===== src/rtl/udp_frame_arbiter.sv =====
// Round-robin, frame-atomic arbiter merging several show-ahead FIFO read sides
// into one registered output stream. Malformed frames are dropped; oversize frames are truncated.
module udp_frame_arbiter #(
  parameter int NUM_PORTS     = 2,
  parameter int DATA_WIDTH    = 8,
  parameter int MAX_FRAME_LEN = 1518,
  localparam int PORT_W       = (NUM_PORTS > 1) ? $clog2(NUM_PORTS) : 1,
  localparam int CNT_W        = $clog2(MAX_FRAME_LEN + 1)
) (
  input  logic                             rd_clk,
  input  logic                             reset,
  input  logic [NUM_PORTS-1:0]             in_empty,
  input  logic [NUM_PORTS*DATA_WIDTH-1:0]  in_dout,
  input  logic [NUM_PORTS-1:0]             in_sof,
  input  logic [NUM_PORTS-1:0]             in_eof,
  output logic [NUM_PORTS-1:0]             in_rd_en,
  output logic                             out_valid,
  input  logic                             out_ready,
  output logic [DATA_WIDTH-1:0]            out_data,
  output logic                             out_sof,
  output logic                             out_eof,
  output logic                             out_err,
  output logic [PORT_W-1:0]                out_port,
  output logic                             busy,
  output logic                             err_sof,
  output logic                             err_len
);

  typedef enum logic [1:0] {IDLE, XFER, DROP} state_t;

  state_t            state;
  logic [PORT_W-1:0] last_grant;
  logic [PORT_W-1:0] grant_nxt;
  logic [PORT_W-1:0] idx;
  logic              req_any;
  logic [CNT_W-1:0]  beat_cnt;

  logic [DATA_WIDTH-1:0] head_data;
  logic                  head_eof;
  logic                  head_empty;
  logic                  load;

  assign head_data  = in_dout[last_grant*DATA_WIDTH +: DATA_WIDTH];
  assign head_eof   = in_eof[last_grant];
  assign head_empty = in_empty[last_grant];
  assign load       = (state == XFER) && !head_empty && (!out_valid || out_ready);
  assign busy       = (state != IDLE);

  // Scan backwards so the port nearest after last_grant is the one left standing.
  always_comb begin
    req_any   = 1'b0;
    grant_nxt = last_grant;
    idx       = '0;
    for (int k = NUM_PORTS; k >= 1; k--) begin
      idx = PORT_W'((int'(last_grant) + k) % NUM_PORTS);
      if (!in_empty[idx]) begin
        req_any   = 1'b1;
        grant_nxt = idx;
      end
    end
  end

  always_comb begin
    in_rd_en = '0;
    if (!reset) begin
      if (load) in_rd_en[last_grant] = 1'b1;
      if (state == DROP && !head_empty) in_rd_en[last_grant] = 1'b1;
    end
  end

  always_ff @(posedge rd_clk) begin
    if (reset) begin
      state      <= IDLE;
      last_grant <= PORT_W'(NUM_PORTS - 1);
      beat_cnt   <= '0;
      out_valid  <= 1'b0;
      out_data   <= '0;
      out_sof    <= 1'b0;
      out_eof    <= 1'b0;
      out_err    <= 1'b0;
      out_port   <= '0;
      err_sof    <= 1'b0;
      err_len    <= 1'b0;
    end else begin
      err_sof <= 1'b0;
      err_len <= 1'b0;

      // Output register stage: load a popped beat, or retire the held one.
      if (load) begin
        out_valid <= 1'b1;
        out_data  <= head_data;
        out_sof   <= (beat_cnt == '0);
        out_port  <= last_grant;
        out_eof   <= 1'b0;
        out_err   <= 1'b0;
        beat_cnt  <= beat_cnt + 1'b1;
        if (head_eof) begin
          out_eof <= 1'b1;
          state   <= IDLE;
        end else if (beat_cnt == CNT_W'(MAX_FRAME_LEN - 1)) begin
          out_eof <= 1'b1;
          out_err <= 1'b1;
          err_len <= 1'b1;
          state   <= DROP;
        end
      end else if (out_ready) begin
        out_valid <= 1'b0;
      end

      case (state)
        IDLE: begin
          if (req_any) begin
            last_grant <= grant_nxt;
            beat_cnt   <= '0;
            if (in_sof[grant_nxt]) begin
              state <= XFER;
            end else begin
              state   <= DROP;
              err_sof <= 1'b1;
            end
          end
        end
        DROP: begin
          if (!head_empty && head_eof) state <= IDLE;
        end
        default: ;
      endcase
    end
  end

endmodule


===== config.mk =====
export PLATFORM = sky130hd
export DESIGN_NAME = udp_frame_arbiter
export DESIGN_NICKNAME = d
export VERILOG_FILES = /design/src/rtl/udp_frame_arbiter.sv
export SDC_FILE = /design/constraint.sdc
export NUM_CORES = 1
export LEC_CHECK = 0
export CORE_UTILIZATION = 30
export CTS_BUF_LIST = sky130_fd_sc_hd__clkbuf_2 sky130_fd_sc_hd__clkbuf_4 sky130_fd_sc_hd__clkbuf_8
export CTS_CLUSTER_DIAMETER = 80
export DETAILED_ROUTE_END_ITERATION = 10
export GPL_ROUTABILITY_DRIVEN = 0
export MAX_ROUTING_LAYER = met4
export PLACE_DENSITY = 0.6
export SYNTH_ARGS = -nofsm -noshare
export SYNTH_HDL_FRONTEND = slang
export SYNTH_SLANG_ARGS = --single-unit
export TNS_END_PERCENT = 30

===== constraint.sdc =====
create_clock -name rd_clk -period 1.8 [get_ports rd_clk]
set_clock_uncertainty 0.1 [all_clocks]
set_input_delay 0.18 -clock rd_clk [delete_from_list [all_inputs] [get_ports rd_clk]]
set_output_delay 0.18 -clock rd_clk [all_outputs]
set_load 0.01 [all_outputs]

==> metrics, run 1 <==
synthesis warning total=0; first-pass GRT wire length=5680 um; Synth area leaders=dfxtp_1 39%, mux2i_1 6.8%, nor2_1 4.8%; DR DRC count=0; dpl cell area=2060 sq um; setup TNS=0 ps; IO Port Bufs=42; element type at the critical path start=flop; layout cells sized above 1=18.3%; Most used DFF post-synth=dfxtp_1; hold path startpoint=out_sof; CTS tree=built; initial antenna violation count=0; reg2reg start=beat_cnt[0]; Worst R2R Path Depth=5; Yosys reg bits=29; hold worst-path end=out_sof; multi-input logic area=807 sq um; CORE AREA=4720 sq um; worst-case clock buffer depth=2; Die ar.=5210 sq um; Hold WC Path Type=flop to flop; mapped cell area=1480 sq um; cell taking the most area after synthesis=dfxtp_1; HPWL after DPL=2570 um; number of synthesized flops with an enable pin=0; clock net sink count=29; Antenna Nets Post-Route=0; Chip Height=72.2 um; worst-margin pin slew=348 ps; Initial Util=31.3%; Layout Nets=257; Yosys top cell area share=39.3%; Seq/Total Area, Yosys=39.3%; vias in the first global route=1222; Post-synth ARST share=0%; num rows=25; 1st-iter DRT viols=67; Die Span X=72.2 um; routed len/inst=11.3 um; WHS Path Cells=2; fillcell total=474; register area=584 sq um; H-Tree Depth=2; PD cells=804 nW/um^2; Worst VDD drop=0.442 mV; crit path kind=flop to flop; Via Count=1431; crit path capture type=flop; CTS clk-pin slew, worst paths=60 ps; 1st-pass router iterations=4; Max-slew headroom=76.3%; CTS Buf Count=5; length of routed met2 wiring=1480 um; final worst-path cycle share=93.4%; arrival time at the worst endpoint=1800 ps; status=complete, no violations; Skew-Pair Late Insertion Delay=270 ps; DR top layer=met4; post-CTS setup buffers=0; Crit Path Max Fanout=6; endpoints failing setup=0; Metal-1 WL=1620 um; Tmin final=1680 ps; cell with the most instances after synthesis=dfxtp_1; Pleak=0.000879 uW; fmax=0.595 GHz; Final Max Tran Viols=0; final global-route overflow total=0; commonest cells in the netlist=29 x dfxtp_1, 19 x nor2_1, 17 x nand2_1; syn_nets=198; reg2reg setup slack=120 ps; Fin. Hold Viols=0; final wirelength=3360 um; Worst Path Required=1920 ps; Ant. Diodes=0; Total GRT Usage=14.1%; Synth-to-Final Area Change=46.4%; CTS Root Cell=clkbuf_8; total of max-cap violations=0; met3 wire len=227 um; vias per cell=4.82; Design Area, Final=2160 sq um; Synth cell types=39; Post-Syn Instances=170; IO Pins=43; largest net degree at the start of global routing=21; worst reg2reg endpoint=beat_cnt[10]; RSZ-0062 raised after global routing=no; Avg Cell Area, Syn=8.69 sq um
==> sequential cells by signal, summed over array words and instances (netlist names) <==
signal      flops
beat_cnt       11
out_data        8
state           2
err_len         1
err_sof         1
last_grant      1
out_eof         1
out_err         1
out_port        1
out_sof         1
out_valid       1
==> area by class of cell <==
type | count | share of cell area (%)
multi-input cells | 125 | 37.3
flip-flops and latches | 29 | 27.0
repair buffers | 63 | 27.0
well taps | 67 | 3.88
clock buffers | 6 | 3.53
inverters | 5 | 0.868
clock inverters | 2 | 0.463
==> cells in the final DEF, fill, tap and decap left out, drive strengths merged, types with 4 or more instances in the layout <==
master,instances
clkdlybuf4s50,40
dfxtp,29
buf,21
nor2,19
nand2,17
mux2i,11
a211oi,9
nand4,9
a21oi,8
nand3,7
clkbuf,6
inv,5
nor3,5
and3,4
==> routing by layer <==
| metal | global-route usage [%] | vias up |
|---|---|---|
| met5 | - | - |
| met4 | 3.92 | 0 |
| met3 | 3.61 | 4 |
| met2 | 20.2 | 48 |
| met1 | 19.6 | 648 |
| li1 | - | 731 |
==> worst max path at each step <==
| stage | end | start | slack, ps | cells after the start |
|---|---|---|---|---|
| 5_1_grt | in_rd_en[0] | state[0] | 10 | 5 |
| 3_3_place_gp | beat_cnt[10] | in_empty[0] | -130 | 5 |
| 2_1_floorplan | beat_cnt[10] | last_grant | 180 | 5 |
| 6_report | beat_cnt[10] | beat_cnt[0] | 120 | 5 |
| 4_1_cts | state[0] | last_grant | 30 | 5 |
| 3_5_place_dp | out_data[2] | in_empty[0] | -160 | 7 |
==> cells by family (layout without fill, tap and decap cells) <==
family / count (synthesis) / in the layout / share of synthesized area (%)
flops: 29 / 29 / 39.3
simple gates: 77 / 77 / 26.6
buf+inv: 16 / 76 / 6.69
fa+ha+maj: 3 / 3 / 2.54
compound gates: 29 / 29 / 13.5
xor+xnor: 4 / 4 / 2.37
mux: 12 / 12 / 9.06
==> power breakdown <==
part / total [uW] / internal, uW / leakage [uW] / switching, uW
logic: 495 / 277 / 0.000594 / 218
clock network: 520 / 282 / 0.0000484 / 238
registers: 724 / 692 / 0.000236 / 32.0
==> through the flow <==
step           hold slack, ps  power [uW]  setup slack, ps  utilization (%)  cells
2_1_floorplan             241        1000              181                -    170
3_3_place_gp              343        1230             -129             43.6    289
3_5_place_dp              351        1220             -158             43.6    289
4_1_cts                   361        1750             28.8             45.5    297
5_1_grt                   384        1840             12.9             45.8    297
6_report                  359        1740              118             45.8    297
==> worst max-delay path, cell delays in order (launching register included) <==
cell and delay (ps):
dfxtp_1 360, ha_1 190, and4_1 210, nand4_2 180, or4_1 500, nand2_1 80
==> timing repair <==
| action | CTS | global route |
|---|---|---|
| hold buffers | 0 | 0 |
| setup endpoints to repair | 2 | 11 |
| resized for setup | 6 | 4 |
Power figures use the tool's default switching activity.
==> inputs of run 2 (changes only) <==
Settings changed: CELL_PAD_IN_SITES_DETAIL_PLACEMENT set to 1, CELL_PAD_IN_SITES_GLOBAL_PLACEMENT set to 1, CORE_UTILIZATION 30 to 36, CTS_CLUSTER_DIAMETER 80 to 30, PLACE_DENSITY 0.6 to 0.87.
==> metrics, run 2 (same netlist as run 1, synthesis figures left out) <==
arrival time at the worst endpoint=1840 ps (+40 ps); Top reg by flops=beat_cnt; Skew-Pair Late Insertion Delay=290 ps (+20 ps); Die ar.=4360 sq um (-16%); endpoints failing setup=0 (unchanged); first-pass GRT wire length=7800 um (+37%); CTS tree=built; element type at the critical path start=flop; num rows=22 (-12%); worst-margin pin slew=489 ps (+141 ps); Fin. Hold Viols=0 (unchanged); Worst VDD drop=0.365 mV (-17%); post-CTS setup buffers=0 (unchanged); final global-route overflow total=0 (unchanged); HPWL after DPL=3540 um (+38%); PD cells=850 nW/um^2 (+5.7%); most common cell after layout, fill and taps aside=clkdlybuf4s50_1; worst-case clock buffer depth=2 (unchanged); max reg flops=11 (unchanged); Worst Path Required=1930 ps (about the same); 1st-pass router iterations=4 (unchanged); CTS clk-pin slew, worst paths=60 ps (about the same); crit path kind=flop to flop; total of max-cap violations=0 (unchanged); Net Sw Frac=29.2% (+1.1 points); largest net degree at the start of global routing=22 (+4.8%); IO Pins=43 (unchanged); Crit Path Max Fanout=6 (unchanged); fillcell total=450 (-5.1%); Ant. Diodes=0 (unchanged); Logic pwr share=28.4% (about the same); 1st-iter DRT viols=67 (unchanged); CP Cell Sequence=ha_2, and4_1, nand4_2, or4_1, nand2_1; final wirelength=4820 um (+44%); fmax=0.585 GHz (-1.6%); Pleak=0.000863 uW (-1.8%); vias per cell=5.65 (+17%); cell-internal power=1290 uW (+2.8%); Via Count=1554 (+8.6%); CP max-delay cell=or4_1; Max-slew headroom=67.3% (-9.1 points); DR DRC count=0 (unchanged); crit path capture type=flop; vias in the first global route=1671 (+37%); switching power=530 uW (+8.5%); Synth-to-Final Area Change=44.6%; commonest cells after routing, fill and taps aside=40 x clkdlybuf4s50_1, 24 x dfxtp_1, 19 x nor2_1; critical path's largest stage delay=500 ps (about the same); CTS Root Cell=clkbuf_8; Chip Height=66.1 um (-8.5%); CTS Buf Count=5 (unchanged); largest registers=beat_cnt x11, out_data x8, state x2; final non-filler cell total=275 (-7.4%); Die Span X=66.1 um (-8.5%); final worst-path cycle share=95.0% (+1.6 points); Final WS setup=90.3 ps (-28.1 ps); Final Max Tran Viols=0 (unchanged); IO Port Bufs=42 (unchanged); Final Core Density=56.3% (+10 points); Placed Instances=267 (-7.6%); status=complete, no violations; clock share of power=31.4% (+1.5 points); Total GRT Usage=25.0% (+11 points); Layout Nets=254 (-1.2%); Antenna Nets Post-Route=0 (unchanged); layout cells sized above 1=18.9% (+0.68 points); initial antenna violation count=0 (unchanged); CORE AREA=3800 sq um (-20%); clock net sink count=29 (unchanged); DP Worst Slack=-215 ps (-57.0 ps); routed len/inst=17.5 um (+55%); Seq pwr share=40.3% (-1.3 points); H-Tree Depth=2 (unchanged); Hold WC Path Type=flop to flop; Initial Util=38.9% (+7.6 points); Tmin final=1710 ps (+28.1 ps); RSZ-0062 raised after global routing=no
[run 2: area by class of cell]
type	instances	area [sq um]	area share, %
Sequential cell	29	587	27.5
Multi-Input combinational cell	125	812	38.0
Clock buffer	8	91.3	4.27
Tap cell	48	60.1	2.81
Inverter	5	18.8	0.878
Timing Repair Buffer	60	568	26.6
[run 2: timing repair]
action,CTS,global route
pin swaps,0,0
hold buffers,0,0
endpoints found under the setup margin,3,10
resized for setup,6,8
[run 2: critical path, delay by kind of cell (launching register included)]
family / cells / cell delay [ps]
adders and majority gates: 1 / 210
DFF: 1 / 370
and+or+nand+nor: 4 / 980
[run 2: metrics by stage]
| stage | hold slack [ps] | TNS (ps) | cell area, sq um | total power [uW] |
|---|---|---|---|---|
| after detailed placement | 361 | -3260 | 2030 | 1240 |
| after CTS | 374 | 0 | 2120 | 1820 |
| after global routing | 401 | 0 | 2140 | 1900 |
| after floorplan | 241 | 0 | 1480 | 1000 |
| final | 372 | 0 | 2140 | 1820 |
| after global placement | 352 | -1140 | 2030 | 1220 |
[run 2: power by group through the flow]
| stage | Combinational, uW | Sequential (uW) | Clock, uW |
|---|---|---|---|
| after detailed placement | 503 | 740 | 0 |
| after global routing | 560 | 736 | 601 |
| after CTS | 513 | 729 | 578 |
| after floorplan | 256 | 745 | 0 |
| after global placement | 482 | 736 | 0 |
| final | 515 | 731 | 570 |
[run 2: worst paths after layout]
kind	from	to	slack, ps	cells after the start
worst max-delay path	beat_cnt[0]	beat_cnt[10]	90	5
worst min-delay path	out_port	out_port	370	2
worst max register to register	beat_cnt[0]	beat_cnt[10]	90	5
worst min register to register	out_port	out_port	370	2
[run 2: layer usage]
| layer | GRT usage (%) | vias up | wire length (um) | share of wire, % |
|---|---|---|---|---|
| li1 | - | 726 | - | - |
| met1 | 25.8 | 743 | 1920 | 40 |
| met2 | 43.8 | 70 | 2480 | 51 |
| met3 | 6.21 | 15 | 280 | 5.8 |
| met4 | 12.5 | 0 | 136 | 2.8 |
| met5 | - | - | 0 | 0 |
